File: config.mk
export PLATFORM = sky130hd
export DESIGN_NAME = jtopl_mmr_wrq
export DESIGN_NICKNAME = d
export VERILOG_FILES = /design/src/rtl/jtopl_mmr_wrq.sv
export SDC_FILE = /design/constraint.sdc
export NUM_CORES = 1
export LEC_CHECK = 0
export BUFFER_PORTS_ARGS = -buffer_cell sky130_fd_sc_hd__buf_4
export CAP_MARGIN = 20
export CORE_ASPECT_RATIO = 0.7
export CORE_UTILIZATION = 52
export DETAILED_ROUTE_END_ITERATION = 10
export GPL_TIMING_DRIVEN = 0
export HOLD_SLACK_MARGIN = 0.1
export PLACE_DENSITY = 0.72
export SETUP_SLACK_MARGIN = 0.15
export SLEW_MARGIN = 5
export SYNTH_ARGS = -nofsm -noshare
export SYNTH_HDL_FRONTEND = slang
export SYNTH_SLANG_ARGS = --single-unit
File: constraint.sdc
create_clock -name clk -period 4.7 [get_ports clk]
set_input_delay 0.235 -clock clk [delete_from_list [all_inputs] [get_ports clk]]
set_output_delay 0.235 -clock clk [all_outputs]
set_load 0.03 [all_outputs]
File: src/rtl/jtopl_mmr_wrq.sv
`default_nettype none
// ============================================================================
// Module      : jtopl_mmr_wrq
// Description : Queued, bank-aware OPL register front end. CPU writes are
//               buffered at clk rate and committed at cen rate as strobes.
// Revision    : 1.0 - initial release
// ============================================================================
module jtopl_mmr_wrq #(
    parameter int CH    = 18,
    parameter int DEPTH = 4,
    parameter int WAITC = 2
) (
    input  logic       clk,
    input  logic       rst_n,
    input  logic       cen,
    input  logic [7:0] din,
    input  logic [1:0] addr,
    input  logic       write,
    output logic       busy,
    output logic       full,
    output logic       ovf,
    output logic [7:0] dout,
    output logic       sel_bank,
    output logic [1:0] sel_group,
    output logic [2:0] sel_sub,
    output logic [4:0] sel_ch,
    output logic       up_mult,
    output logic       up_ksl_tl,
    output logic       up_ar_dr,
    output logic       up_sl_rr,
    output logic       up_fnum_lo,
    output logic       up_fnum_hi,
    output logic       up_fbcon,
    output logic [7:0] value_A,
    output logic [7:0] value_B,
    output logic       load_A,
    output logic       load_B,
    output logic       flagen_A,
    output logic       flagen_B,
    output logic       clr_flag,
    output logic       am_dep,
    output logic       vib_dep,
    output logic       new3
);

    localparam int            c_AW       = $clog2(DEPTH);
    localparam int            c_WW       = (WAITC > 1) ? $clog2(WAITC) : 1;
    localparam int            c_WL       = (WAITC > 0) ? WAITC - 1 : 0;
    localparam logic [c_AW:0] c_DEPTH    = DEPTH[c_AW:0];
    localparam logic [c_WW-1:0] c_WLAST  = c_WL[c_WW-1:0];
    localparam logic          c_TWO_BANK = (CH > 9);
    localparam logic          c_HAS_HOLD = (WAITC > 0);

    typedef enum logic [1:0] {
        S_IDLE   = 2'd0,
        S_STROBE = 2'd1,
        S_HOLD   = 2'd2
    } state_t;

    state_t          r_state;
    state_t          w_state_nxt;
    logic [c_WW-1:0] r_wcnt;
    logic [c_WW-1:0] w_wcnt_nxt;

    logic [16:0]     r_mem [DEPTH];
    logic [c_AW-1:0] r_wptr;
    logic [c_AW-1:0] r_rptr;
    logic [c_AW:0]   r_count;
    logic [8:0]      r_selreg;

    logic        w_pop;
    logic        w_push;
    logic        w_dwr;
    logic        w_awr;
    logic        w_abank;
    logic [16:0] w_head;
    logic        w_bnk;
    logic [7:0]  w_reg;
    logic [7:0]  w_dat;
    logic [4:0]  w_boff;
    logic        w_is_op;
    logic        w_is_ch;
    logic [6:0]  w_up_nxt;
    logic [1:0]  w_grp_nxt;
    logic [2:0]  w_sub_nxt;
    logic [4:0]  w_ch_nxt;
    logic [1:0]  w_osub;

    assign w_dwr   = write &  addr[0];
    assign w_awr   = write & ~addr[0];
    assign w_pop   = cen && (r_state == S_IDLE) && (r_count != '0);
    assign w_push  = w_dwr && ((r_count != c_DEPTH) || w_pop);
    assign w_head  = r_mem[r_rptr];
    assign w_bnk   = w_head[16];
    assign w_reg   = w_head[15:8];
    assign w_dat   = w_head[7:0];
    assign w_boff  = w_bnk ? 5'd9 : 5'd0;

    // Bank 1 is only reachable in OPL3 mode, except for the mode register itself
    assign w_abank = c_TWO_BANK && addr[1] && (new3 || (din == 8'h05));

    assign busy = (r_count != '0) || (r_state != S_IDLE);
    assign full = (r_count == c_DEPTH);

    always_ff @(posedge clk) begin
        if (w_push) begin
            r_mem[r_wptr] <= {r_selreg, din};
        end
    end

    always_ff @(posedge clk or negedge rst_n) begin
        if (!rst_n) begin
            r_wptr   <= '0;
            r_rptr   <= '0;
            r_count  <= '0;
            r_selreg <= 9'd0;
            ovf      <= 1'b0;
        end else begin
            if (w_push) begin
                r_wptr <= r_wptr + 1'b1;
            end
            if (w_pop) begin
                r_rptr <= r_rptr + 1'b1;
            end
            case ({w_push, w_pop})
                2'b10:   r_count <= r_count + 1'b1;
                2'b01:   r_count <= r_count - 1'b1;
                default: r_count <= r_count;
            endcase
            if (w_awr) begin
                r_selreg <= {w_abank, din};
            end
            if (w_dwr && !w_push) begin
                ovf <= 1'b1;
            end
        end
    end

    always_ff @(posedge clk or negedge rst_n) begin
        if (!rst_n) begin
            r_state <= S_IDLE;
            r_wcnt  <= '0;
        end else begin
            r_state <= w_state_nxt;
            r_wcnt  <= w_wcnt_nxt;
        end
    end

    always_comb begin
        w_state_nxt = r_state;
        w_wcnt_nxt  = r_wcnt;
        case (r_state)
            S_IDLE: begin
                if (w_pop) begin
                    w_state_nxt = S_STROBE;
                end
            end
            S_STROBE: begin
                if (cen) begin
                    w_wcnt_nxt  = '0;
                    w_state_nxt = c_HAS_HOLD ? S_HOLD : S_IDLE;
                end
            end
            S_HOLD: begin
                if (cen) begin
                    if (r_wcnt == c_WLAST) begin
                        w_state_nxt = S_IDLE;
                    end else begin
                        w_wcnt_nxt = r_wcnt + 1'b1;
                    end
                end
            end
            default: begin
                w_state_nxt = S_IDLE;
            end
        endcase
    end

    assign w_is_op = (w_reg >= 8'h20) && (w_reg <= 8'h9F) &&
                     (w_reg[2:0] <= 3'd5) && (w_reg[4:3] != 2'd3);
    assign w_is_ch = ((w_reg[7:4] == 4'hA) || (w_reg[7:4] == 4'hB) ||
                      (w_reg[7:4] == 4'hC)) && (w_reg[3:0] <= 4'd8);

    always_comb begin
        w_up_nxt  = 7'd0;
        w_grp_nxt = 2'd0;
        w_sub_nxt = 3'd0;
        w_ch_nxt  = 5'd0;
        w_osub    = 2'd0;
        if (w_is_op) begin
            // Operator slots map onto the channel group*3 + subslot%3
            w_grp_nxt = w_reg[4:3];
            w_sub_nxt = w_reg[2:0];
            w_osub    = (w_reg[2:0] >= 3'd3) ? 2'(w_reg[2:0] - 3'd3) : w_reg[1:0];
            w_ch_nxt  = w_boff + {2'b00, w_reg[4:3], 1'b0} + {3'b000, w_reg[4:3]}
                        + {3'b000, w_osub};
            case (w_reg[7:5])
                3'd1:    w_up_nxt[0] = 1'b1;
                3'd2:    w_up_nxt[1] = 1'b1;
                3'd3:    w_up_nxt[2] = 1'b1;
                3'd4:    w_up_nxt[3] = 1'b1;
                default: w_up_nxt    = 7'd0;
            endcase
        end else if (w_is_ch) begin
            case (w_reg[7:4])
                4'hA:    w_up_nxt[4] = 1'b1;
                4'hB:    w_up_nxt[5] = 1'b1;
                default: w_up_nxt[6] = 1'b1;
            endcase
            case (w_reg[3:0])
                4'd0, 4'd1, 4'd2: w_grp_nxt = 2'd0;
                4'd3, 4'd4, 4'd5: w_grp_nxt = 2'd1;
                default:          w_grp_nxt = 2'd2;
            endcase
            case (w_reg[3:0])
                4'd0, 4'd3, 4'd6: w_sub_nxt = 3'd0;
                4'd1, 4'd4, 4'd7: w_sub_nxt = 3'd1;
                default:          w_sub_nxt = 3'd2;
            endcase
            w_ch_nxt = w_boff + {1'b0, w_reg[3:0]};
        end
    end

    always_ff @(posedge clk or negedge rst_n) begin
        if (!rst_n) begin
            dout       <= 8'd0;
            sel_bank   <= 1'b0;
            sel_group  <= 2'd0;
            sel_sub    <= 3'd0;
            sel_ch     <= 5'd0;
            up_mult    <= 1'b0;
            up_ksl_tl  <= 1'b0;
            up_ar_dr   <= 1'b0;
            up_sl_rr   <= 1'b0;
            up_fnum_lo <= 1'b0;
            up_fnum_hi <= 1'b0;
            up_fbcon   <= 1'b0;
            value_A    <= 8'd0;
            value_B    <= 8'd0;
            load_A     <= 1'b0;
            load_B     <= 1'b0;
            flagen_A   <= 1'b1;
            flagen_B   <= 1'b1;
            clr_flag   <= 1'b0;
            am_dep     <= 1'b0;
            vib_dep    <= 1'b0;
            new3       <= 1'b0;
        end else begin
            if (cen && (r_state == S_STROBE)) begin
                {up_fbcon, up_fnum_hi, up_fnum_lo, up_sl_rr,
                 up_ar_dr, up_ksl_tl, up_mult} <= 7'd0;
                clr_flag <= 1'b0;
            end
            if (w_pop) begin
                {up_fbcon, up_fnum_hi, up_fnum_lo, up_sl_rr,
                 up_ar_dr, up_ksl_tl, up_mult} <= w_up_nxt;
                dout      <= w_dat;
                sel_bank  <= w_bnk;
                sel_group <= w_grp_nxt;
                sel_sub   <= w_sub_nxt;
                sel_ch    <= w_ch_nxt;
                if (!w_bnk) begin
                    case (w_reg)
                        8'h02: value_A <= w_dat;
                        8'h03: value_B <= w_dat;
                        8'h04: begin
                            // IRQ reset takes precedence and leaves timer control untouched
                            if (w_dat[7]) begin
                                clr_flag <= 1'b1;
                            end else begin
                                flagen_A <= ~w_dat[6];
                                flagen_B <= ~w_dat[5];
                                load_B   <= w_dat[1];
                                load_A   <= w_dat[0];
                            end
                        end
                        8'hBD: begin
                            am_dep  <= w_dat[7];
                            vib_dep <= w_dat[6];
                        end
                        default: begin
                        end
                    endcase
                end else if (w_reg == 8'h05) begin
                    new3 <= w_dat[0];
                end
            end
        end
    end

endmodule
`default_nettype wire

# Yosys cells after proc, flatten, opt, wreduce, memory -nomap -nowiden
# Memory sizes are Yosys's and may differ from the RTL's.
# Index checks and enable logic that the tools add are counted.
[totals]
ff_bits = 70
latch_bits = 0
mem_bits_rw = 68
rom_bits = 0
input_bits = 14
output_inout_bits = 53
elab_cells = 163
mem_count = 1
[classes]
addsub = 10
multipliers = 0
div = 0
n_lt_le_gt_ge = 5
n_eq_ne = 31
n_shift = 0
n_mux = 45
bitwise_logic = 7
reduce_logical = 35
[memory_table]
columns = ["memory", "words", "word_bits", "read_ports", "rd_clocked_by_memory_dff", "wr", "line_no", "rtl"]
rows = [
  ["r_mem", 4, 17, 1, 0, 1, "65", "logic [16:0] r_mem [DEPTH];"],
]
[ops]
columns = ["operator", "n"]
rows = [
  ["$mux W1", 25],
  ["$eq A8 B3 Y1 const B", 3],
  ["$eq A4 B3 Y1 const B", 4],
  ["$eq A8 B2 Y1 const B", 2],
  ["$mux W2", 8],
  ["$reduce_and A3 Y1", 5],
  ["$eq A4 B4 Y1 const B", 3],
  ["$reduce_or A3 Y1", 4],
  ["$add A5 B2 Y5", 2],
  ["$logic_and A1 B1 Y1", 10],
  ["$mux W5", 2],
  ["$ne A2 B2 Y1 const B", 5],
  ["$mux W3", 3],
  ["$eq A4 B2 Y1 const B", 2],
  ["$eq A8 B8 Y1 const B", 1],
  ["$ge A8 B6 Y1 const B", 1],
  ["$le A8 B8 Y1 const B", 1],
  ["$mux W4", 2],
  ["$pmux W2 S2", 2],
  ["$reduce_and A4 Y1", 2],
  ["$reduce_bool A2 Y1", 4],
  ["$eq A3 B2 Y1 const B", 2],
  ["$eq A3 B3 Y1 const B", 2],
  ["$pmux W2 S3", 1],
  ["25 further kinds", 37],
]

# Depth between registers and ports, before layout
# Gate-level depths: netlist of the first run.
# An unclocked memory read counts as a cell.
[logic_depth]
word_depth = 8
depth_mapped = 12
mapped_depth_nobuf = 10

# Worst setup path before layout of the first run
# Ideal clock, no wire load.
[synth_timing]
path_type = "register to register"
startpoint = "reg r_rptr[0]"
endpoint = "reg sel_ch[3]"
setup_ps = 126
t_arrival_ps = 3334
t_required_ps = 4574
slack_ps = 1240
stages_incl_launch_ff = 12
n_path_buf = 1
synth_period_minus_slack_ps = 3460
cell_sequence = "dfrtp_1 -> buf_6 -> mux4_2 -> ha_1 -> nor2_1 -> a21oi_1 -> a21oi_1 -> fa_1 -> ha_1 -> fa_1 -> xor2_1 -> a221o_1"
[synth_via]
elab_chain_cells = 7
elab_cells_between_ends = 25
cone_classes = "add/sub: 5; order compare: 5; eq/ne: 4; mux: 4; reduce/logical: 6; memory: 1"
[synth_lines]
columns = ["item", "line_no", "rtl"]
rows = [
  ["start, declared", "67", "logic [c_AW-1:0] r_rptr;"],
  ["start signal, assigned", "123", "r_rptr <= r_rptr + 1'b1;"],
  ["$mem_v2 Z4 W17 *", "n/a", ""],
  ["branches (longest 5 deep; another with $add A4 B3 Y5)", "n/a", ""],
  ["$mux W5 *", "190", "if (w_is_op) begin"],
  ["end signal, assigned", "261", "sel_ch <= w_ch_nxt;"],
  ["end, declared", "26", "output logic [4:0] sel_ch,"],
]
# Every way passes the cells marked *.
# A chain may end at the register's enable or synchronous reset.

# Worst setup path after layout of the first run
[layout_timing]
startpoint = "reg r_rptr[1]"
endpoint = "reg sel_ch[3]"
# The elaborated chain is that of the path after synthesis.

==> impl_metrics.toml, run 1 <==
[sta]
finalMaxSlewViolations = 0
slew-limit-headroom_pct = 36.7
worstMarginPinSlew_ns = 0.950
finalClockSkew_ns = 0.0109
fin_ws_ns = 0.878
rsz0062_at_grt = "no"
finalSetupViolations = 0
hold_viol = 0
tns_ns = 0
min_period_over_period_pct = 81.3
fin_crit_ns = 3.82
fmax_mhz = 262

[place]
preCtsSetupSlack_ns = 0.883
hpwl_mm = 8.09
placed_area_um2 = 6590
io_buffers = 66
routabilityCongestion = 0.852

[clock_network]
htree_num_levels = 4
clkSinkCount = 138
clk_root_buffer_cell = "clkbuf_16"
clk_latency_ns = 0.42
postCtsSetupBuffers = 0
cts.path.max_buffers = 2
clk_pin_slew_worst_paths_ns = 0.06
cts_buffers = 17
cts_tree = "done"

[grt]
antenna_found_initial = 0
grt_first_pass_wirelength_mm = 19.3
grt_max_degree = 71
grt_usage_pct = 22.8
first_global_vias = 3609
overflow = 0

[logic_synthesis]
syn_inst = 384
synth_cell_types = 54
synthFlopType = "edfxtp_1"
synth.cell_area_um2 = 5900
synthesis.area_per_instance_um2 = 15.4
yosys_warnings = 0
synth_edf_count = 68
ys_seq_area_share_pct = 64.3
synth_seq_cells = 138
synthArstFlopShare_pct = 50.7
syn_nets = 416

[drt]
vias = 3584
wire_per_inst_um = 18.9
drtIter0Drc = 230
drc_errors = 0
first_pass_iters = 4
via_per_inst = 5.53
routed_wl_mm = 12.2
postRouteAntennaNets = 0

[floorplanning]
die_area_um2 = 11800
die-width_um = 129
ioPinCount = 67
coreArea_um2 = 11000
fp.dieH_um = 91.1
rows = 32
start_util_pct = 53.6

[cells_and_area]
fin_area_um2 = 7310
drive_gt1_share_pct = 31.5
nets = 514
antennaDiodeCount = 0
syn_to_final_growth_pct = 23.8

[setup_path]
cp-end-kind = "flop"
startpoint_type = "flop"
cp_data_required_time_ns = 5.00
critPathKind = "reg2reg"
startpoint = "r_rptr[1]$_DFFE_PN0P_"
r2r-start = "r_rptr[1]$_DFFE_PN0P_"
crit_fanout = 10
cp.arrival_ns = 4.12

[power]
combinationalPowerShare_pct = 39.5
p_switching_mw = 1.82
seq_power_share_pct = 33.6
sw_frac_of_total_pct = 36.8
powerDensity_nw_per_um2 = 677
p_clk_share_pct = 27.0
totalPowerFinal_mw = 4.94
leakagePower_nw = 3.12
p_int_mw = 3.12
peakVddDrop_mv = 0.367

[job]
drv_cap = 0

[min_path]
min-delay-start = "write"
min_path_type = "in2reg"

[status]
status = "finished, final reports clean"
-- stage by stage --
| stage | cells | util (%) | hold WS (ns) |
|---|---|---|---|
| 2_1_floorplan | 384 | - | -0.0606 |
| 3_3_place_gp | 603 | 59.8 | 0.402 |
| 3_5_place_dp | 603 | 59.8 | 0.420 |
| 4_1_cts | 648 | 66.4 | 0.307 |
| 5_1_grt | 648 | 66.4 | 0.357 |
| 6_report | 648 | 66.4 | 0.321 |
-- area by class of cell --
cell class,count,area [µm²]
Inverter,13,48.8
Clock buffer,22,444
Clock inverter,10,143
Timing Repair Buffer,79,626
Buffer,12,65.1
Tap cell,153,191
Sequential cell,138,3800
Fill cell,776,3700
Multi-Input combinational cell,221,1990
-- cell usage after synthesis (4+ instances only) --
cell type / count / share of area (%)
o21ai_0: 5 / 0.42
nor2_1: 15 / 0.95
nand3_1: 6 / 0.51
fa_1: 4 / 1.4
inv_1: 13 / 0.83
buf_2: 4 / 0.34
mux4_2: 17 / 6.5
dfrtp_1: 68 / 29
a221o_1: 6 / 1.0
mux2i_1: 4 / 0.68
mux2_2: 13 / 2.5
ha_1: 14 / 3.0
edfxtp_1: 68 / 35
and2_1: 5 / 0.53
clkbuf_1: 5 / 0.32
mux2_4: 16 / 4.1
a21oi_1: 13 / 1.1
xnor2_1: 6 / 0.89
nand2_1: 44 / 2.8
-- flip-flops by register name (all words and copies together) (netlist names), 2 cells and up --
| name | flops |
|---|---|
| r_state | 2 |
| r_wptr | 2 |
| sel_sub | 3 |
| value_A | 8 |
| value_B | 8 |
| r_mem | 68 |
| sel_ch | 5 |
| r_rptr | 2 |
| r_count | 3 |
| dout | 8 |
| r_selreg | 9 |
| sel_group | 2 |
-- metal layers --
| metal | GRT usage (%) | vias to the layer above | share of wire [%] |
|---|---|---|---|
| met2 | 33.5 | 108 | 47 |
| met3 | 5.60 | 13 | 5.4 |
| met5 | 0 | - | 0 |
| met4 | 9.80 | 0 | 1.3 |
| li1 | - | 1624 | - |
| met1 | 32.5 | 1839 | 46 |
-- power by group through the flow --
stage | Combinational, mW | Clock [mW] | Sequential [mW]
2_1_floorplan | 1.13 | 0 | 1.88
3_3_place_gp | 1.88 | 0 | 1.66
3_5_place_dp | 1.94 | 0 | 1.68
4_1_cts | 1.97 | 1.35 | 1.66
5_1_grt | 2.14 | 1.40 | 1.69
6_report | 1.95 | 1.33 | 1.66
-- timing repair --
action                                 4_1_cts  5_1_grt
gates resized for setup                      0        0
hold buffers                                13        0
endpoints found under the hold margin      106        0
-- cell families after synthesis --
group / synth area share (%)
muxes: 13.7
AOI/OAI and AO/OA: 5.30
DFF: 64.3
and+or+nand+nor: 9.07
xor gates and xnor gates: 1.34
adders and majority gates: 4.32
buffers and inverters: 1.93
-- path summary, 6_finish.rpt --
kind	slack, ns	cells past startpoint	to
setup reg to reg	0.88	12	sel_ch[3]$_DFFE_PN0P_
max in group asynchronous	3.61	2	r_selreg[4]$_DFFE_PN0P_
setup / recovery	0.88	12	sel_ch[3]$_DFFE_PN0P_
hold / removal	0.32	5	r_count[2]$_DFFE_PN0P_
min in group asynchronous	0.49	2	r_wptr[0]$_DFFE_PN0P_
hold reg to reg	0.48	2	flagen_B$_DFFE_PN1P_
-- worst max-delay path, cell delays in order, from the launching register on --
cell and delay, ns:
dfrtp_1 0.33, buf_2 0.24, buf_2 0.32, mux4_2 0.42, buf_2 0.23, nor2_1 0.28
a21oi_1 0.11, a21oi_1 0.19, fa_1 0.45, ha_1 0.24, fa_1 0.39, xor2_1 0.18
a221o_1 0.33
-- placed cells by master (no fill, tap or decap), types with 14 or more instances in the layout --
cell type	count
dfrtp_1	68
edfxtp_1	68
buf_4	66
nand2_1	44
mux4_2	17
clkbuf_16	17
mux2_4	16
nor2_1	15
ha_1	14
No activity file was read; power rests on OpenSTA's default activity.
==> run 2, diff against run 1 <==
- PLACE_DENSITY: 0.72 -> 0.75
- clock period: 4.7 -> 3.3 ns (I/O delays scaled with it)
==> impl_metrics.toml, run 2 (synthesis gave the netlist of run 1 again) <==
[drt]
wire_per_inst_um = 18.7
vias = 3595
postRouteAntennaNets = 0
routed_wl_mm = 12.3
first_pass_iters = 4
via_per_inst = 5.46
drc_errors = 0
drtIter0Drc = 279

[grt]
overflow = 0
grt_first_pass_wirelength_mm = 19.7
antenna_found_initial = 0
grt_usage_pct = 23.0
first_global_vias = 3677
grt_max_degree = 71

[floorplanning]
die-width_um = 129
rows = 32
coreArea_um2 = 11000
start_util_pct = 53.6
fp.dieH_um = 91.1
die_area_um2 = 11800
ioPinCount = 67

[setup_path]
crit_fanout = 6
cp-end-kind = "flop"
slowest_stage = "mux4_2"
path_delay_family = "adder cells"
cp_data_required_time_ns = 3.59
max_stage_delay_ns = 0.58
critPathKind = "reg2reg"
cp.arrival_ns = 3.44
path_cells = "buf_8 -> mux4_2 -> ha_4 -> nor2_4 -> buf_4 -> a21oi_2 -> fa_1 -> ha_2 -> fa_2 -> xor2_1 -> a221o_1"
startpoint_type = "flop"
cp.buffers_inverters = 2

[sta]
hold_ws_ns = 0.266
finalClockSkew_ns = 0.0117
hold_viol = 0
min_period_over_period_pct = 95.5
fmax_mhz = 317
fin_crit_ns = 3.15
worstMarginPinSlew_ns = 0.957
rsz0062_at_grt = "yes"
finalSetupViolations = 0
finalMaxSlewViolations = 0
slew-limit-headroom_pct = 36.2

[status]
status = "finished, final reports clean"

[job]
drv_cap = 0

[power]
totalPowerFinal_mw = 7.20
p_int_mw = 4.54
p_switching_mw = 2.66
combinationalPowerShare_pct = 42.0
seq_power_share_pct = 32.9
leakagePower_nw = 3.17
sw_frac_of_total_pct = 37.0
powerDensity_nw_per_um2 = 968
peakVddDrop_mv = 0.528
p_clk_share_pct = 25.2

[cells_and_area]
syn_to_final_growth_pct = 25.9
antennaDiodeCount = 0
regMostFlops = "r_mem"
final_cell_mix = "buf_4 (78), dfrtp_1 (68), edfxtp_1 (68), nand2_1 (44)"
drive_gt1_share_pct = 35.0
fin_area_um2 = 7430
nets = 525
top_regs = "r_mem x68, r_selreg x9"
final_common_cell = "buf_4"
largest_reg_flops = 68

[place]
routabilityCongestion = 0.852
hpwl_mm = 8.05
io_buffers = 66
placed_area_um2 = 6610

[clock_network]
clk_root_buffer_cell = "clkbuf_16"
clkSinkCount = 138
htree_num_levels = 4
cts_tree = "done"
clk_latency_ns = 0.41
cts.path.max_buffers = 2
cts_buffers = 17
clk_pin_slew_worst_paths_ns = 0.06

[min_path]
min_path_type = "in2reg"
## run 2: final timing paths
path,slack (ns),start,end,depth (start not counted)
setup / recovery,0.15,r_rptr[0]$_DFFE_PN0P_,sel_ch[3]$_DFFE_PN0P_,11
hold / removal,0.27,write,r_count[2]$_DFFE_PN0P_,5
setup reg to reg,0.15,r_rptr[0]$_DFFE_PN0P_,sel_ch[3]$_DFFE_PN0P_,11
hold reg to reg,0.48,dout[7]$_DFFE_PN0P_,dout[7]$_DFFE_PN0P_,2
max in group asynchronous,2.29,rst_n,r_wcnt$_DFFE_PN0P_,2
min in group asynchronous,0.44,rst_n,sel_ch[3]$_DFFE_PN0P_,2
## run 2: tightest hold or removal path, cell delays in order
cell     delay, ns
buf_4         0.12
nand2_1       0.09
nand3_1       0.08
o21ai_0       0.10
xor2_1        0.07
## run 2: metal layers
layer	global-route usage, %	wire [µm]	share of wire (%)	up-vias
li1	-	-	-	1654
met1	33.6	5780	47	1820
met2	34.5	5730	47	108
met3	5.01	662	5.4	13
met4	6.96	121	0.98	0
met5	0	0	0	-
## run 2: layout make-up
type | instances | area [µm²]
timing repair buffer | 90 | 708
clock inverter | 11 | 121
inverter | 13 | 48.8
buffer | 12 | 87.6
fill | 763 | 3580
multi-input combinational | 221 | 2040
clock buffer | 21 | 440
sequential | 138 | 3800
tap | 153 | 191
## run 2: stage by stage
step | worst slack, ns | std cells | utilization [%] | setup TNS (ns)
after CTS | 0.0686 | 656 | 67.1 | 0
after global placement | -0.192 | 603 | 60.1 | -0.334
after floorplan | 0.158 | 384 | - | 0
final | 0.147 | 659 | 67.5 | 0
after global routing | 0.0710 | 659 | 67.5 | 0
after detailed placement | -0.241 | 603 | 60.1 | -0.398
## run 2: timing repair
item                       CTS  global route
pin swaps                    6             6
buffers inserted             8             3
hold buffers                13             0
setup endpoints to repair    4             2
gates resized for setup      9             5
hold endpoints to repair   112             0
## run 2: power by group through the flow
stage | Combinational (mW) | Clock (mW) | Sequential [mW]
6_report | 3.02 | 1.81 | 2.36
5_1_grt | 3.29 | 1.91 | 2.40
4_1_cts | 2.95 | 1.83 | 2.37
3_5_place_dp | 2.78 | 0 | 2.39
3_3_place_gp | 2.72 | 0 | 2.37
2_1_floorplan | 1.65 | 0 | 2.68
==> run 3, diff against run 2 <==
- CORE_ASPECT_RATIO: 0.7 -> 1.4
- CTS_BUF_LIST: not set -> sky130_fd_sc_hd__clkbuf_2
==> impl_metrics.toml, run 3 (synthesis gave the netlist of run 1 again) <==
[sta]
finalClockSkew_ns = 0.0315
fin_ws_ns = 0.142
hold_viol = 0
fmax_mhz = 317
finalSetupViolations = 0
worstMarginPinSlew_ns = 0.889
fin_crit_ns = 3.16
rsz0062_at_grt = "yes"
hold_ws_ns = 0.136
min_period_over_period_pct = 95.7
slew-limit-headroom_pct = 40.7
finalMaxSlewViolations = 0

[place]
routabilityCongestion = 0.849
hpwl_mm = 7.86
preCtsSetupSlack_ns = -0.215
placed_area_um2 = 6600
io_buffers = 66

[drt]
routed_wl_mm = 11.7
vias = 3608
postRouteAntennaNets = 0
via_per_inst = 5.54
drc_errors = 0
wire_per_inst_um = 17.9
first_pass_iters = 5
drtIter0Drc = 186

[cells_and_area]
top_regs = "r_mem x68, r_selreg x9"
fin_area_um2 = 7260
final_cell_mix = "buf_4 (78), dfrtp_1 (68), edfxtp_1 (68), nand2_1 (44), clkbuf_2 (18)"
final_common_cell = "buf_4"
utilization_pct = 66.4
nets = 528
regMostFlops = "r_mem"
drive_gt1_share_pct = 35.6
syn_to_final_growth_pct = 23.0
largest_reg_flops = 68

[grt]
grt_first_pass_wirelength_mm = 18.6
grt_max_degree = 71
first_global_vias = 3596
antenna_found_initial = 1
overflow = 0
grt_usage_pct = 21.5

[clock_network]
clk_root_buffer_cell = "clkbuf_2"
cts.path.max_buffers = 2
clk_pin_slew_worst_paths_ns = 0.21
htree_num_levels = 4
clkSinkCount = 138
cts_buffers = 17
cts_tree = "done"
clk_latency_ns = 0.67

[floorplanning]
ioPinCount = 67
coreArea_um2 = 10900
start_util_pct = 54.0
fp.dieH_um = 128
rows = 45
die_area_um2 = 11800
die-width_um = 92.0

[setup_path]
cp-end-kind = "flop"
cp_data_required_time_ns = 3.88
max_stage_delay_ns = 0.58
crit_fanout = 5
startpoint_type = "flop"
worst_path_most_repeated_cell = "a21oi_2"
cp.arrival_ns = 3.74
critPathKind = "reg2reg"
slowest_stage = "mux4_2"
path_cells = "buf_8 -> mux4_2 -> ha_4 -> nor2_4 -> a21oi_2 -> a21oi_2 -> fa_1 -> ha_2 -> fa_2 -> xor2_1 -> a221o_1"

[power]
powerDensity_nw_per_um2 = 931
leakagePower_nw = 3.13
totalPowerFinal_mw = 6.76
peakVddDrop_mv = 0.392

[status]
status = "finished, final reports clean"

[min_path]
min_path_type = "in2async"

[job]
drv_cap = 0
run 3: area by class of cell:
type | count | area [µm²]
flip-flops and latches | 138 | 3800
fillers | 768 | 3670
multi-input cells | 221 | 2030
repair buffers | 93 | 736
clock inverters | 14 | 289
well taps | 141 | 176
plain buffers | 12 | 91.3
clock buffers | 18 | 90.1
inverters | 13 | 48.8
diodes | 1 | 2.50
run 3: power breakdown:
part | internal (mW) | switching [mW] | leakage, nW
Combinational | 1.26 | 1.71 | 1.40
Sequential | 2.17 | 0.195 | 1.52
Clock | 0.813 | 0.613 | 0.209
Total | 4.24 | 2.52 | 3.13
run 3: timing repair:
action / 4_1_cts / 5_1_grt
endpoints found under the hold margin: 121 / 0
pin swaps: 2 / 3
endpoints found under the setup margin: 3 / 2
resized for setup: 12 / 1
buffers inserted: 9 / 3
hold buffers: 15 / 0
run 3: path summary, 6_finish.rpt:
kind | startpoint | endpoint | slack, ns | depth (start not counted)
max | r_rptr[0]$_DFFE_PN0P_ | sel_ch[3]$_DFFE_PN0P_ | 0.14 | 11
min | rst_n | value_B[2]$_DFFE_PN0P_ | 0.14 | 2
max reg2reg | r_rptr[0]$_DFFE_PN0P_ | sel_ch[3]$_DFFE_PN0P_ | 0.14 | 11
min reg2reg | flagen_A$_DFFE_PN1P_ | flagen_A$_DFFE_PN1P_ | 0.48 | 2
max in group asynchronous | rst_n | r_selreg[4]$_DFFE_PN0P_ | 2.58 | 2
min in group clk | din[0] | r_mem[1][0]$_DFFE_PP_ | 0.26 | 2
run 3: layer usage:
layer / global-route usage (%) / wire (µm) / vias to the layer above
met5: 0 / 0 / -
met4: 10.6 / 370 / 0
met3: 5.52 / 447 / 29
met2: 37.1 / 6220 / 107
met1: 24.8 / 4630 / 1810
li1: - / - / 1662
run 3: metrics by stage:
stage	cells	setup TNS [ns]
3_5_place_dp	591	-0.362
2_1_floorplan	384	0
3_3_place_gp	591	-0.337
5_1_grt	651	0
6_report	651	0
4_1_cts	647	0
run 3: critical path, delay by kind of cell (launching register included):
family          cells  cell delay, ns
buf+inv             1            0.12
flops               1            0.39
xor+xnor            1            0.15
compound gates      3            0.50
simple gates        1            0.14
mux                 1            0.58
fa+ha+maj           4            1.19
